<file path="src/rtl/b5restoringdiv.sv">
// Sequential radix-2 restoring divider for unsigned N-bit operands.
// Produces one quotient bit per cycle; a zero divisor skips straight to DONE.
module b5restoringdiv #(
    parameter int N = 5
) (
    input  logic         clk,
    input  logic         rst,
    input  logic         start,
    input  logic [N-1:0] dividend,
    input  logic [N-1:0] divisor,
    output logic         busy,
    output logic         done,
    output logic [N-1:0] quotient,
    output logic [N-1:0] remainder,
    output logic         div_by_zero,
    output logic [1:0]   o_dbg_state
);
    localparam int CW = $clog2(N + 1);

    typedef enum logic [1:0] {
        S_IDLE = 2'd0,
        S_CALC = 2'd1,
        S_DONE = 2'd2
    } state_t;

    state_t        r_state;
    logic [N-1:0]  r_a;
    logic [N-1:0]  r_q;
    logic [N-1:0]  r_m;
    logic [CW-1:0] r_cnt;
    logic          r_busy;
    logic          r_done;
    logic [N-1:0]  r_quot;
    logic [N-1:0]  r_rem;
    logic          r_dbz;

    // The N+1-bit partial remainder is held as N bits: after each step it is
    // below the divisor, so its top bit is always zero; w_s/w_t carry the wide form.
    logic [N:0]    w_s;
    logic [N:0]    w_t;
    logic          w_restore;
    logic [N-1:0]  w_a_next;
    logic [N-1:0]  w_q_next;

    assign w_s       = {r_a, r_q[N-1]};
    assign w_t       = w_s - {1'b0, r_m};
    assign w_restore = w_t[N];
    assign w_a_next  = w_restore ? w_s[N-1:0] : w_t[N-1:0];
    assign w_q_next  = {r_q[N-2:0], ~w_restore};

    always_ff @(posedge clk) begin
        if (!rst) begin
            r_state <= S_IDLE;
            r_a     <= '0;
            r_q     <= '0;
            r_m     <= '0;
            r_cnt   <= '0;
            r_busy  <= 1'b0;
            r_done  <= 1'b0;
            r_quot  <= '0;
            r_rem   <= '0;
            r_dbz   <= 1'b0;
        end else begin
            r_done <= 1'b0;
            case (r_state)
                S_IDLE: begin
                    if (start) begin
                        r_busy <= 1'b1;
                        if (divisor == '0) begin
                            r_quot  <= '1;
                            r_rem   <= dividend;
                            r_dbz   <= 1'b1;
                            r_done  <= 1'b1;
                            r_state <= S_DONE;
                        end else begin
                            r_a     <= '0;
                            r_q     <= dividend;
                            r_m     <= divisor;
                            r_cnt   <= CW'(N);
                            r_state <= S_CALC;
                        end
                    end
                end
                S_CALC: begin
                    r_a   <= w_a_next;
                    r_q   <= w_q_next;
                    r_cnt <= r_cnt - CW'(1);
                    if (r_cnt == CW'(1)) begin
                        r_quot  <= w_q_next;
                        r_rem   <= w_a_next;
                        r_dbz   <= 1'b0;
                        r_done  <= 1'b1;
                        r_state <= S_DONE;
                    end
                end
                S_DONE: begin
                    r_busy  <= 1'b0;
                    r_state <= S_IDLE;
                end
                default: begin
                    r_busy  <= 1'b0;
                    r_state <= S_IDLE;
                end
            endcase
        end
    end

    assign busy        = r_busy;
    assign done        = r_done;
    assign quotient    = r_quot;
    assign remainder   = r_rem;
    assign div_by_zero = r_dbz;
    assign o_dbg_state = r_state;
endmodule

</file>
<file path="config.mk">
export PLATFORM = sky130hd
export DESIGN_NAME = b5restoringdiv
export DESIGN_NICKNAME = d
export VERILOG_FILES = /design/src/rtl/b5restoringdiv.sv
export SDC_FILE = /design/constraint.sdc
export NUM_CORES = 1
export LEC_CHECK = 0
export CAP_MARGIN = 20
export CORE_ASPECT_RATIO = 0.8
export CORE_UTILIZATION = 30
export CTS_BUF_LIST = sky130_fd_sc_hd__clkbuf_4 sky130_fd_sc_hd__clkbuf_8
export DETAILED_ROUTE_END_ITERATION = 6
export GPL_ROUTABILITY_DRIVEN = 0
export GPL_TIMING_DRIVEN = 0
export PLACE_DENSITY_LB_ADDON = 0.12
export SLEW_MARGIN = 20
export SYNTH_ARGS = -nofsm -noshare
export SYNTH_HDL_FRONTEND = slang
export SYNTH_SLANG_ARGS = --single-unit
</file>
<file path="constraint.sdc">
create_clock -name clk -period 3.98 [get_ports clk]
set_input_delay 0.597 -clock clk [delete_from_list [all_inputs] [get_ports clk]]
set_output_delay 0.597 -clock clk [all_outputs]
set_load 0.01 [all_outputs]
</file>
# ---- Word level (Yosys, flattened, before mapping)
# Cells that the tools add are included.
dict set report word_totals {
  in_bits 13
  regBits 33
}
dict set report classes {
  reduce_logical 8
  addsub 2
  n_mux 32
  eq_ne 6
  bitwise_logic 3
}
# operator n
set op_table {}
lappend op_table {{2-to-1 mux 5 bit} 11}
lappend op_table {{case mux 5 bit (2 select lines)} 4}
lappend op_table {{!= test 2 bit (second input constant)} 4}
lappend op_table {{2-to-1 mux 1 bit} 7}
lappend op_table {{2-to-1 mux 2 bit} 3}
lappend op_table {{2-to-1 mux 3 bit} 2}
lappend op_table {{case mux 1 bit (2 select lines)} 3}
lappend op_table {{case mux 3 bit (2 select lines)} 1}
lappend op_table {{AND reduction 3 bit} 2}
lappend op_table {{subtractor 6 x 5 -> 6 bit} 1}
lappend op_table {{zero test 5 bit} 1}
lappend op_table {{case mux 2 bit (2 select lines)} 1}
lappend op_table {{AND reduction 2 bit} 2}
lappend op_table {{AND reduction 4 bit} 1}
lappend op_table {{== test 3 x 1 -> 1 bit (second input constant)} 1}
lappend op_table {{NOT 1 bit} 3}
lappend op_table {{subtractor 3 x 1 -> 3 bit (second input constant)} 1}
lappend op_table {{== test 2 x 1 -> 1 bit (second input constant)} 1}
lappend op_table {{zero test 2 bit} 1}
lappend op_table {{nonzero test 2 bit} 1}

# ---- Logic depth before layout (Yosys ltp)
# Gate-level depths: netlist (run 1).
dict set report logic_depth {
  ltp_word 4
  ltp_mapped 9
  depth_no_buf 9
}

# ---- Least setup slack after synthesis (run 1)
# Ideal clock, no wire load.
dict set report synth_timing {
  path_type {register -> register}
  start {reg r_m[3]}
  end {reg r_rem[2] (netlist: remainder[2])}
  n_path_buf 0
  t_required_ns 3.861
  stages_incl_launch_ff 9
  period_less_slack_ns 1.960
  path_slack_ns 2.020
  arrival_time_ns 1.841
  cell_sequence {dfxtp_1 -> inv_1 -> ha_1 -> a21o_1 -> a21o_1 -> or3_4 -> a21oi_2 -> a211oi_2 -> o221a_1}
}
dict set report synth_via {
  elab_chain_cells 4
}
# item line
set synth_rtl {}
lappend synth_rtl {{from (decl)} 29} ;# logic [N-1:0] r_m;
lappend synth_rtl {{from (signal assigned)} 78} ;# r_m <= divisor;
lappend synth_rtl {{subtractor 6 x 5 -> 6 bit} 46} ;# assign w_t = w_s - {1'b0, r_m};
lappend synth_rtl {{2-to-1 mux 5 bit} 48} ;# assign w_a_next = w_restore ? w_s[N-1:0] : w_t[N-1:0];
lappend synth_rtl {{2-to-1 mux 5 bit} 88} ;# if (r_cnt == CW'(1)) begin
lappend synth_rtl {{case mux 5 bit (2 select lines)} 65} ;# case (r_state)
lappend synth_rtl {{to (signal assigned)} 71} ;# r_rem <= dividend;
lappend synth_rtl {{to (signal assigned)} 90} ;# r_rem <= w_a_next;
lappend synth_rtl {{to (decl)} 34} ;# logic [N-1:0] r_rem;
# Every way passes these cells. The select of a mux whose other input is x is not followed.
# A chain may end at the register's enable or synchronous reset.

# ---- Worst setup path after layout (run 1)
dict set report layout_timing {
  start {in divisor[4]}
  end {reg r_dbz (netlist: div_by_zero)}
}
dict set report layout_via {
  elab_chain_cells 3
}
# item line
set layout_rtl {}
lappend layout_rtl {{from (decl)} 10} ;# input logic [N-1:0] divisor,
lappend layout_rtl {{zero test 5 bit} 69} ;# if (divisor == '0) begin
lappend layout_rtl {{!= test 2 bit (no line)} --}
lappend layout_rtl {{AND reduction 4 bit (no line)} --}
lappend layout_rtl {{to (signal assigned)} 62} ;# r_dbz <= 1'b0;
lappend layout_rtl {{to (signal assigned)} 72} ;# r_dbz <= 1'b1;
lappend layout_rtl {{to (signal assigned)} 91} ;# r_dbz <= 1'b0;
lappend layout_rtl {{to (decl)} 35} ;# logic r_dbz;
# Every way passes these cells.

==> qor.txt, run 1 <==
Tmin final: 2.203 ns
Worst hold path depth: 2
Yosys warns: 0
Register area share after synthesis: 40.40%
Crit path DAT: 2.35 ns
Worst path max stage delay: 0.56 ns
Synth Net Count: 213
Worst path cell trace: clkdlybuf4s50_1, or4_4, nor2_4, or2_4, o21ai_1, a22oi_1, nor2_1
Buf/Inv on CP: 1
Post-CTS sizing: 0
CP endpoint kind: register
Kind of cell adding the most delay to the critical path: simple AND/OR/NAND/NOR gates
Unrepaired setup endpoints after global routing: false
Rows: 23
Ys async rst share: 0%
CTS tree: yes
Slew Limit Headroom: 56.21%
Fin Hold WS: 0.4511 ns
Crit-path max FO: 8
Vias in the first global route: 1336
Hold Path Class: register to register
Final Setup Violations: 0
Ant diodes: 0
Reg-to-Reg Start: r_m[3]
Worst skew pair latency: 0.28 ns
Total clock sinks: 33
Die height: 68.04 um
Placed Cells: 281
Mapped Avg Cell Area: 8.517 um2
Worst hold endpoint: busy
Post-DP HPWL: 2.982 mm
Die Area: 0.005752 mm2
Total Power: 0.9012 mW
Area Overhead vs Synth: 26.55%
Total grt overflow: 0
Slew @ Worst Pin: 0.6525 ns
Hold Crit Start: busy
Yosys cell types: 41
H-tree Lvls: 2
Total CTS buffers: 5
Initial antenna violation count: 0
FILL cells: 525
Crit Path Category: input pin to register
Fin crit share: 55.35%
Number of post-CTS setup repair buffers: 0
Synth Flop Type: dfxtp_1
Fmax: 0.4540 GHz
Antenna Nets Post-Route: 0
Max Root-Sink Buffers: 2
Mapped Area: 0.001635 mm2
Syn Inst Count: 192
Non-Filler Instances: 289
DR iter-0 viols: 61
Clock Pin Slew Worst Setup and Hold Paths: 0.07 ns
Setup TNS: 0 ns
Failing checks: design-rule violations
Number of iterations in the first detailed-routing pass: 7
Port Buffers: 27
Outcome: finished, violations left
GRT Overall Usage: 15.46%
Core area: 0.005122 mm2
Slowest-stage cell, CP: or4_4
Max cap viols: 0
First-pass GRT wire length: 6.817 mm
CTS Root Cell: clkbuf_8
P per Cell Area: 435.5 mW/mm2
NumNets Final: 247
FF+latch count, synth: 33
Static Leak: 0.7916 nW
DR vias: 1411
Pins over their slew limit: 0
EDFF count, synth: 0
Die Span X: 84.55 um
Starting Density: 31.92%
R2R depth: 8
Critical Path RT: 4.13 ns
Endpoints failing hold: 0
Hold_buf cts: 0
Io pins: 28
Vias/cell: 4.882
Average routed wire per standard cell: 13.88 um
Routed WL: 4.011 mm
Capturing point of the worst reg2reg path: remainder[1]
Largest net degree at the start of global routing: 11
Maximum VDD drop: 0.0001823 V
Setup Skew: 0.009323 ns
Share of layout cells above drive strength 1: 9.251%
R2R Setup Slk: 1.87 ns
Startpoint Class: input pin
Drt drc: 6
[final cells by class]
cell class	instances	area [um2]	area share, %
buffer	7	37.54	1.814
sequential	33	660.6	31.92
clock inverter	2	10.01	0.4837
timing repair buffer	27	270.3	13.06
tap	62	77.57	3.748
clock buffer	6	76.32	3.688
multi-input combinational	140	892.1	43.11
inverter	12	45.04	2.177
[sequential cells by signal, summed over array words and instances, names as in the netlist]
name	flops
div_by_zero	1
r_a	5
remainder	5
o_dbg_state	2
quotient	5
r_cnt	3
busy	1
done	1
r_q	5
r_m	5
[worst min-delay path, cell delays in order (launching register included)]
cell	delay, ns
dfxtp_1	0.31
inv_1	0.05
a21oi_1	0.05
[layer usage]
metal | share of wire, % | global-route usage [%] | up-vias
li1 | - | - | 735
met1 | 58 | 22.99 | 652
met2 | 38 | 21.95 | 22
met3 | 3.8 | 3.981 | 2
met4 | 0.25 | 3.814 | 0
met5 | 0 | 0 | -
[report_power, final]
part	total, mW	leakage, nW	switching (mW)	internal (mW)
combinational	0.264	0.472	0.141	0.123
sequential	0.388	0.271	0.0249	0.363
clock	0.249	0.0484	0.121	0.128
[logic make-up after synthesis]
kind of cell    count (synthesis)  synth area share, %
flops                          33                40.40
buf+inv                        19                5.050
simple gates                   67                19.89
compound gates                 56                22.88
xor+xnor                        4                2.143
mux                             5                3.061
fa+ha+maj                       8                6.580
[cells in the mapped netlist, types with 2 or more instances]
| library cell | instances | area, um2 |
|---|---|---|
| a311oi_1 | 5 | 43.79 |
| nor3_1 | 10 | 50.05 |
| clkbuf_1 | 5 | 18.77 |
| nor2_2 | 2 | 12.51 |
| nor2b_1 | 2 | 12.51 |
| o21ai_0 | 9 | 45.04 |
| o21ai_1 | 7 | 35.03 |
| o21a_1 | 4 | 30.03 |
| ha_1 | 7 | 87.58 |
| o221a_1 | 2 | 22.52 |
| nor2_1 | 23 | 86.33 |
| nand3_1 | 3 | 15.01 |
| and2_1 | 3 | 18.77 |
| a31oi_1 | 4 | 25.02 |
| xor2_1 | 2 | 17.52 |
| a21o_1 | 4 | 30.03 |
| inv_1 | 11 | 41.29 |
| mux2i_1 | 5 | 50.05 |
| a21oi_1 | 12 | 60.06 |
| dfxtp_1 | 33 | 660.6 |
| xnor2_1 | 2 | 17.52 |
| nand2b_1 | 4 | 25.02 |
| nand2_1 | 15 | 56.30 |
[cell usage in the layout (no fill, tap or decap), drive strengths merged, types with 2 or more instances in the layout]
cell type      instances
o21ai                 16
nor2b                  2
a21o                   4
nor2                  26
and2                   3
nand3                  3
dfxtp                 33
xnor2                  2
clkdlybuf4s50         27
buf                    2
nor3                  10
clkbuf                11
ha                     7
xor2                   2
a31oi                  4
o221a                  2
nand2b                 4
inv                   11
a21oi                 13
o21a                   5
mux2i                  5
clkinv                 3
or2                    2
nand2                 15
a311oi                 5
[metrics by stage]
stage / area, um2 / setup WS, ns / util (%)
after floorplan: 1635 / 2.020 / -
final: 2069 / 1.777 / 40.40
after global placement: 1983 / 1.469 / 38.72
after CTS: 2069 / 1.760 / 40.40
after global routing: 2069 / 1.656 / 40.40
after detailed placement: 1983 / 1.450 / 38.72
[worst max-delay path by stage]
stage,cells past startpoint,endpoint,slack [ns],startpoint
after floorplan,8,remainder[2],2.02,r_m[3]
after global placement,7,div_by_zero,1.47,divisor[4]
after detailed placement,7,div_by_zero,1.45,divisor[4]
after CTS,7,div_by_zero,1.76,divisor[4]
after global routing,7,quotient[4],1.66,divisor[4]
final,7,div_by_zero,1.78,divisor[4]
Power figures use the tool's default switching activity.
==> inputs of run 2 (changes only) <==
==> constraint.sdc (replaced) <==
create_clock -name clk -period 2.3 [get_ports clk]
set_input_delay 0.345 -clock clk [delete_from_list [all_inputs] [get_ports clk]]
set_output_delay 0.345 -clock clk [all_outputs]
set_load 0.01 [all_outputs]
==> results of run 2 <==
The final DEF is identical to that of run 1. Status: finished, violations left: design-rule violations.
Main changes from that run: setup slack after placement 1.450 ns -> 0.02231 ns; setup slack after layout 1.777 ns -> 0.1878 ns; start point of the critical path divisor[4] -> r_m[3]; end point of the critical path div_by_zero -> remainder[1]; register-to-register setup slack 1.87 ns -> 0.19 ns; total power 0.9012 mW -> 1.559 mW; worst IR drop on VDD 0.0001823 V -> 0.0003155 V
